**src/rtl/execute_if.sv**
```systemverilog
// Execute-stage bus: operand/op handshake from issue plus the register-file writeback side.
interface execute_if #(
  parameter int DATA_W = 32,
  parameter int ADDR_W = 5
) ();
  logic              in_valid;
  logic              in_ready;
  logic [3:0]        op;
  logic [DATA_W-1:0] rs1_data;
  logic [DATA_W-1:0] rs2_data;
  logic [ADDR_W-1:0] rd;
  logic [ADDR_W-1:0] wb_reg;
  logic [DATA_W-1:0] wb_data;
  logic              wb_valid;
  logic              busy;
  logic              illegal_op;

  modport master (
    output in_valid, op, rs1_data, rs2_data, rd,
    input  in_ready, wb_reg, wb_data, wb_valid, busy, illegal_op
  );

  modport slave (
    input  in_valid, op, rs1_data, rs2_data, rd,
    output in_ready, wb_reg, wb_data, wb_valid, busy, illegal_op
  );
endinterface

```
**src/rtl/execute_unit.sv**
```systemverilog
// Execute stage: single-cycle ALU ops plus an optional iterative shift-add MUL.
// Define MUL_EN to build the multiplier; otherwise op 10 is reported as illegal.
module execute_unit #(
  parameter int DATA_W = 32,
  parameter int ADDR_W = 5
) (
  input  logic     clk,
  input  logic     rst,
  execute_if.slave io
);
  localparam int SH_W = $clog2(DATA_W);

  logic              accept, alu_legal, op_mul;
  logic [SH_W-1:0]   sh;
  logic [DATA_W-1:0] alu_res;

  logic              mul_fin;
  logic [DATA_W-1:0] mul_res;
  logic [ADDR_W-1:0] mul_rd;

  logic              wb_valid_q, wb_valid_d;
  logic [ADDR_W-1:0] wb_reg_q, wb_reg_d;
  logic [DATA_W-1:0] wb_data_q, wb_data_d;
  logic              illegal_q, illegal_d;

  assign accept    = io.in_valid & io.in_ready;
  assign alu_legal = (io.op <= 4'd9);
  assign sh        = io.rs2_data[SH_W-1:0];

  always_comb begin
    alu_res = '0;
    case (io.op)
      4'd0:    alu_res = io.rs1_data + io.rs2_data;
      4'd1:    alu_res = io.rs1_data - io.rs2_data;
      4'd2:    alu_res = io.rs1_data & io.rs2_data;
      4'd3:    alu_res = io.rs1_data | io.rs2_data;
      4'd4:    alu_res = io.rs1_data ^ io.rs2_data;
      4'd5:    alu_res = DATA_W'($signed(io.rs1_data) < $signed(io.rs2_data));
      4'd6:    alu_res = DATA_W'(io.rs1_data < io.rs2_data);
      4'd7:    alu_res = io.rs1_data << sh;
      4'd8:    alu_res = io.rs1_data >> sh;
      4'd9:    alu_res = DATA_W'($signed(io.rs1_data) >>> sh);
      default: alu_res = '0;
    endcase
  end

`ifdef MUL_EN
  typedef enum logic [1:0] {IDLE, MUL_RUN, MUL_DONE} state_e;

  state_e            state_q, state_d;
  logic [DATA_W-1:0] a_q, a_d, b_q, b_d, acc_q, acc_d;
  logic [SH_W-1:0]   cnt_q, cnt_d;
  logic [ADDR_W-1:0] mrd_q, mrd_d;
  logic              last_iter;

  assign op_mul    = (io.op == 4'd10);
  assign last_iter = (cnt_q == SH_W'(DATA_W-1));

  always_ff @(posedge clk or posedge rst) begin
    if (rst) begin
      state_q <= IDLE;
      a_q     <= '0;
      b_q     <= '0;
      acc_q   <= '0;
      cnt_q   <= '0;
      mrd_q   <= '0;
    end else begin
      state_q <= state_d;
      a_q     <= a_d;
      b_q     <= b_d;
      acc_q   <= acc_d;
      cnt_q   <= cnt_d;
      mrd_q   <= mrd_d;
    end
  end

  always_comb begin
    state_d = state_q;
    a_d     = a_q;
    b_d     = b_q;
    acc_d   = acc_q;
    cnt_d   = cnt_q;
    mrd_d   = mrd_q;
    case (state_q)
      MUL_RUN: begin
        acc_d = acc_q + (b_q[0] ? a_q : '0);
        a_d   = a_q << 1;
        b_d   = b_q >> 1;
        cnt_d = cnt_q + 1'b1;
        if (last_iter) state_d = MUL_DONE;
      end
      default: begin
        // MUL_DONE accepts exactly like IDLE so the next op is not delayed.
        state_d = IDLE;
        if (accept && op_mul) begin
          state_d = MUL_RUN;
          a_d     = io.rs1_data;
          b_d     = io.rs2_data;
          acc_d   = '0;
          cnt_d   = '0;
          mrd_d   = io.rd;
        end
      end
    endcase
  end

  assign mul_fin     = (state_q == MUL_RUN) && last_iter;
  assign mul_res     = acc_d;
  assign mul_rd      = mrd_q;
  assign io.in_ready = (state_q != MUL_RUN);
  assign io.busy     = (state_q == MUL_RUN);
`else
  assign op_mul      = 1'b0;
  assign mul_fin     = 1'b0;
  assign mul_res     = '0;
  assign mul_rd      = '0;
  assign io.in_ready = 1'b1;
  assign io.busy     = 1'b0;
`endif

  // wb_reg must be zero whenever wb_valid is low: the register file writes on any nonzero index.
  always_comb begin
    wb_valid_d = 1'b0;
    wb_reg_d   = '0;
    wb_data_d  = '0;
    illegal_d  = 1'b0;
    if (mul_fin) begin
      wb_valid_d = 1'b1;
      wb_reg_d   = mul_rd;
      wb_data_d  = mul_res;
    end else if (accept) begin
      if (alu_legal) begin
        wb_valid_d = 1'b1;
        wb_reg_d   = io.rd;
        wb_data_d  = alu_res;
      end else if (!op_mul) begin
        illegal_d  = 1'b1;
      end
    end
  end

  always_ff @(posedge clk or posedge rst) begin
    if (rst) begin
      wb_valid_q <= 1'b0;
      wb_reg_q   <= '0;
      wb_data_q  <= '0;
      illegal_q  <= 1'b0;
    end else begin
      wb_valid_q <= wb_valid_d;
      wb_reg_q   <= wb_reg_d;
      wb_data_q  <= wb_data_d;
      illegal_q  <= illegal_d;
    end
  end

  assign io.wb_valid   = wb_valid_q;
  assign io.wb_reg     = wb_reg_q;
  assign io.wb_data    = wb_data_q;
  assign io.illegal_op = illegal_q;
endmodule
```
**src/flat_wrapper.sv**
```systemverilog
// flat-port wrapper written by rule: the top's interface ports become plain ports
module execute_unit_flat 
#(
  parameter int DATA_W = 32,
  parameter int ADDR_W = 5
)
  (clk, rst, io_in_valid, io_op, io_rs1_data, io_rs2_data, io_rd, io_in_ready, io_wb_reg, io_wb_data, io_wb_valid, io_busy, io_illegal_op);
  execute_if #(.DATA_W(DATA_W), .ADDR_W(ADDR_W)) io_i ();
  input  logic clk;
  input  logic rst;
  input wire logic [$bits(io_i.in_valid)-1:0] io_in_valid;
  input wire logic [$bits(io_i.op)-1:0] io_op;
  input wire logic [$bits(io_i.rs1_data)-1:0] io_rs1_data;
  input wire logic [$bits(io_i.rs2_data)-1:0] io_rs2_data;
  input wire logic [$bits(io_i.rd)-1:0] io_rd;
  output wire logic [$bits(io_i.in_ready)-1:0] io_in_ready;
  output wire logic [$bits(io_i.wb_reg)-1:0] io_wb_reg;
  output wire logic [$bits(io_i.wb_data)-1:0] io_wb_data;
  output wire logic [$bits(io_i.wb_valid)-1:0] io_wb_valid;
  output wire logic [$bits(io_i.busy)-1:0] io_busy;
  output wire logic [$bits(io_i.illegal_op)-1:0] io_illegal_op;
  assign io_i.in_valid = io_in_valid;
  assign io_i.op = io_op;
  assign io_i.rs1_data = io_rs1_data;
  assign io_i.rs2_data = io_rs2_data;
  assign io_i.rd = io_rd;
  assign io_in_ready = io_i.in_ready;
  assign io_wb_reg = io_i.wb_reg;
  assign io_wb_data = io_i.wb_data;
  assign io_wb_valid = io_i.wb_valid;
  assign io_busy = io_i.busy;
  assign io_illegal_op = io_i.illegal_op;
  execute_unit #(.DATA_W(DATA_W), .ADDR_W(ADDR_W)) u_core (.clk(clk), .rst(rst), .io(io_i));
endmodule
```
**config.mk**
```make
export PLATFORM = sky130hd
export DESIGN_NAME = execute_unit_flat
export DESIGN_NICKNAME = d
export VERILOG_FILES = /design/src/rtl/execute_if.sv /design/src/rtl/execute_unit.sv /design/src/flat_wrapper.sv
export SDC_FILE = /design/constraint.sdc
export NUM_CORES = 1
export LEC_CHECK = 0
export ABC_AREA = 1
export CAP_MARGIN = 20
export CORE_ASPECT_RATIO = 1.1
export CORE_MARGIN = 1.5
export CORE_UTILIZATION = 45
export DETAILED_ROUTE_END_ITERATION = 12
export GPL_TIMING_DRIVEN = 0
export HOLD_SLACK_MARGIN = 0.05
export PLACE_DENSITY = 0.68
export SYNTH_ARGS = -nofsm -noshare
export SYNTH_HDL_FRONTEND = slang
export SYNTH_SLANG_ARGS = --single-unit
```
**constraint.sdc**
```tcl
create_clock -name clk -period 1.8 [get_ports clk]
set_input_delay 0.36 -clock clk [delete_from_list [all_inputs] [get_ports clk]]
set_output_delay 0.36 -clock clk [all_outputs]
set_load 0.1 [all_outputs]
```
* Yosys cells after proc, flatten, opt, wreduce, memory -nomap -nowiden
Index checks and enable logic that the tools add are counted.
** Storage, ports and cells
- Flip-flop bits (word level) :: 39
- Output and inout bits :: 41
- Logic and storage cells :: 34
** Cells by class
- $add $sub $neg :: 2
- $lt $le $gt $ge :: 3
- Equality and inequality tests :: 9
- Shift-type cells :: 3
- Muxes and demuxes :: 9
- Bitwise logic cells :: 3
- Reduce and logical (&&, ||, !) cells :: 1
** Operators with widths (count)
- $pmux 32 s10 :: 1
- $lt 32x32->1 :: 2
- $mux 32 :: 2
- $add 32x32->32 :: 1
- $and 32x32->32 :: 1
- $or 32x32->32 :: 1
- $shl 32x5->32 :: 1
- $shr 32x5->32 :: 1
- $sshr 32x5->32 :: 1
- $sub 32x32->32 :: 1
- $xor 32x32->32 :: 1
- $eq 4x3->1 const B :: 4
- $mux 5 :: 2
- $eq 4x2->1 const B :: 2
- $eq 4x4->1 const B :: 2
- $eq 4x1->1 const B :: 1
- $le 4x4->1 const B :: 1
- $logic_not 4->1 :: 1
- $mux 1 :: 4

* Longest topological paths before layout
- Depth in word-level cells :: 4
- Depth in mapped cells :: 19
- Depth with buffers taken out :: 17

* Worst setup path before layout
OpenSTA, ideal clock, no wires.
- Path kind :: input -> register
- Start :: input port io_rs2_data[4]
- End :: register u_core.wb_data_q[30], in the netlist u_core.io.wb_data[30]
- Arrival time :: 2.574 ns
- Required time :: 1.668 ns
- Path slack :: -0.906 ns
- Cell stages on the path :: 16
- Buffers on the path :: 4
- Path through :: buf_2 inv_1 clkbuf_1 buf_1 ha_1 buf_2 nor2_1 nand3_1 nand2_1 nand2_1 nand3_1 nand2_1 a21oi_1 nor2_1 nor2_1 nor2_1
** On the way
- Word-level cells in the longest chain between the ends :: 4
- Elaborated cells on any way between the ends :: 8
- Those cells by class :: add/sub (2); shift (3); mux (3)
** RTL lines
- start, declared :: RTL line flat_wrapper.sv:14 : input wire logic [$bits(io_i.rs2_data)-1:0] io_rs2_data;
- $sub 32x32->32 (tied with other cells) :: RTL line execute_unit.sv:34 : 4'd1: alu_res = io.rs1_data - io.rs2_data;
- $pmux 32 s10 (*) :: RTL line execute_unit.sv:32 : case (io.op)
- $mux 32 (*) :: RTL line execute_unit.sv:132 : if (alu_legal) begin
- $mux 32 (*) :: RTL line execute_unit.sv:131 : end else if (accept) begin
- named net u_core.wb_data_d[30] :: RTL line execute_unit.sv:23 : logic [DATA_W-1:0] wb_data_q, wb_data_d;
- end signal, assigned :: RTL line execute_unit.sv:151 : wb_data_q <= wb_data_d;
- end, declared :: RTL line execute_unit.sv:23
The timed path passes the listed nets; every way through them passes the cells marked *.

* Final worst setup path
- Start :: input port io_rs2_data[3]
- End :: register u_core.wb_data_q[19], in the netlist u_core.io.wb_data[19]
The elaborated chain is that of the path after synthesis.

==> impl_results.md <==
* MaxCap Viol Count at 0
* Distinct cells, synth at 44
* Avg Vias per Cell at 6.62
* Pin count of the biggest net entering global routing at 27
* WS Path Type: input port to flip-flop
* Final setup TNS at -14.33 ns
* Setup violators final at 32
* Routed WL at 75400 um
* Layout Cells excl Fill at 2768
* Antenna violations before repair at 7
* Post-Syn Area at 11400 um^2
* Die width at 155 um
* CP Max Fanout at 6
* DRC viols at 0
* Post-Syn Instances at 2235
* Worst Hold Class: input port to asynchronous set/reset pin
* Share of cells above drive strength 1 at 34.6%
* Post-route setup slack at -0.606 ns
* Ratio of final minimum period to clock period at 134%
* Via Count at 18300
* Max Freq at 0.416 GHz
* Fin nets at 2634
* Wirelength per Cell at 27.2 um
* Arrival time at the worst endpoint at 2.56 ns
* Starting Density at 46.2%
* Total power at 7980 uW
* Vias in the first global route at 16500
* Critical path data required time at 1.95 ns
* Largest register FFs at 32
* Total grt overflow at 0
* Async S/R FF share, synth at 100%
* Overall routing resource usage at 51.1%
* CTS tree: built
* CP endpoint kind: flip-flop
* H-Tree Depth at 2
* Core Region at 24600 um^2
* Startpoint types: input port
* Area of the die at 26300 um^2
* Primary FF master, synth: dfrtp_1
* Hpwl dp at 51800 um
* CTS Sinks at 39
* Drt initial violations at 2891
* RSZ-0062 raised after global routing: true
* DRT Pass-1 Iters at 9
* IO Count at 117
* Final min period at 2.41 ns
* Avg Cell Area, Syn at 5.09 um^2
* CTS buffer count at 5
* Worst-Margin Slew at 0.735 ns
* Area delta synth->final at 49.1%
* Max-slew headroom at 51.0%
* Post-CTS Hold Buffers at 0
* CTS max path bufs at 2
* Pwr dens at 470 nW/um^2
* Outcome: complete, but fails checks
* Row count at 60
* Post-synthesis register bit count at 39
* Seq/Total Area, Yosys at 8.58%
* Failing checks: setup timing
* Max Slew Vio Count at 0
* Critical path origin: io_rs2_data[3]
* Number of I/O port buffers at 114
* Syn nets at 2413
* Fin. Hold Viols at 0
* Post-placement setup slack at -2.01 ns
* Antenna Nets Post-Route at 0
* Leak Pwr at 0.00898 uW
* Maximum vdd drop at 0.514 mV
* Routability cong. at 1.12
* First-pass GRT wire length at 98900 um
* Clock root cell: clkbuf_16
* Clock transition at path regs at 0.06 ns
* Post-synth EDFFs at 0
* Placed cells at 2661
* Die Y at 170 um
* Syn. warnings at 0
through the flow:
step	util [%]	instance area, um^2	hold slack (ns)
after floorplan	-	11600	0.460
after global placement	53.5	13200	0.891
after detailed placement	53.7	13200	0.756
after CTS	62.8	15500	0.458
after global routing	68.9	17000	0.545
final	68.9	17000	0.497
repair_timing:
item | in CTS | in global routing
cloned | 1 | 1
setup buffers | 56 | 56
resized for setup | 750 | 494
setup endpoints to repair | 71 | 49
pin swaps | 119 | 185
worst max-delay path: stages:
cell	delay [ns]
buf_12	0.09
clkinvlp_4	0.09
buf_8	0.13
clkbuf_16	0.15
ha_4	0.34
buf_12	0.14
nand2_8	0.07
nor2_4	0.08
nand2_2	0.08
nand2_4	0.11
nand2_4	0.08
nand2_8	0.14
nand2_4	0.06
nand2_1	0.05
nand2_1	0.05
nand3_1	0.06
nand2_1	0.07
nor2_2	0.33
nor2_1	0.08
worst paths after layout:
check | slack, ns | to | depth (start not counted)
worst max-delay path | -0.61 | u_core.io.wb_data[19]$_DFF_PP0_ | 19
worst min-delay path | 0.50 | u_core.io.wb_data[25]$_DFF_PP0_ | 2
max in group asynchronous | 0.75 | u_core.io.wb_data[7]$_DFF_PP0_ | 3
min in group clk | 0.60 | u_core.io.wb_data[0]$_DFF_PP0_ | 4
synthesized netlist by cell type, types with 4 or more instances:
master    number  area (um^2)
ha_1         100         1250
nand3_1      421         2110
nand2_1      744         2790
nand4_1       27          169
buf_4          4         30.0
o21bai_1      10         75.1
dfrtp_1       39          976
buf_2         46          230
clkbuf_1      35          131
inv_1        326         1220
o21ai_1        4         20.0
o22ai_1       25          156
xor2_1         5         43.8
a21oi_1       80          400
buf_1         14         52.6
nor2_1       204          766
nor4_1         6         37.5
a31oi_1        4         25.0
inv_2          5         18.8
o21ai_0       51          255
nor3_1        21          105
o211ai_1      17          128
and2_1        11         68.8
nand3b_1       6         45.0
layout by cell type, fill, tap and decap left out, types with 12 or more instances in the layout:
| cell type | synthesis | routed |
|---|---|---|
| a21oi_1 | 80 | 38 |
| a21oi_2 | 0 | 30 |
| a21oi_4 | 0 | 12 |
| buf_12 | 0 | 12 |
| buf_2 | 46 | 23 |
| buf_4 | 4 | 119 |
| buf_6 | 1 | 27 |
| clkbuf_2 | 0 | 57 |
| clkbuf_4 | 0 | 17 |
| clkdlybuf4s15_2 | 0 | 23 |
| dfrtp_1 | 39 | 39 |
| ha_1 | 100 | 73 |
| ha_4 | 0 | 25 |
| inv_1 | 326 | 269 |
| inv_2 | 5 | 47 |
| nand2_1 | 744 | 574 |
| nand2_2 | 3 | 121 |
| nand2_4 | 0 | 48 |
| nand3_1 | 421 | 341 |
| nand3_2 | 0 | 59 |
| nand3_4 | 0 | 21 |
| nand4_1 | 27 | 27 |
| nor2_1 | 204 | 96 |
| nor2_2 | 2 | 49 |
| nor2_4 | 2 | 63 |
| o211ai_1 | 17 | 17 |
| o21ai_0 | 51 | 23 |
| o21ai_1 | 4 | 17 |
| o21ai_2 | 0 | 13 |
| o22ai_1 | 25 | 25 |
layout make-up:
type	count	area, um^2
buffer	85	751
multi-input combinational	1763	11500
inverter	333	1330
antenna	1	2.50
fill	2057	7660
tap	310	388
sequential	39	976
clock inverter	2	60.1
clock buffer	6	129
timing repair buffer	229	1880
cells by family after synthesis:
logic type                 synth area share, %
buffers and inverters                     15.0
and+or+nand+nor                           54.7
adders and majority gates                 11.3
xor gates and xnor gates                 0.462
DFF                                       8.58
other                                   0.0660
AOI/OAI and AO/OA                         9.82
power breakdown:
part	switching (uW)	internal, uW
registers	20.8	934
clock network	370	796
logic	4050	1810
per-layer routing:
metal  vias up  routed length [um]  global-route usage, %
met5         -                  80                      0
met4        10                9330                   47.0
met3       711               11600                   14.0
met2      1670               31400                   81.6
met1      8322               23000                   55.1
li1       7599                   -                      -
Note: power is estimated with default switching activity, not from simulation.
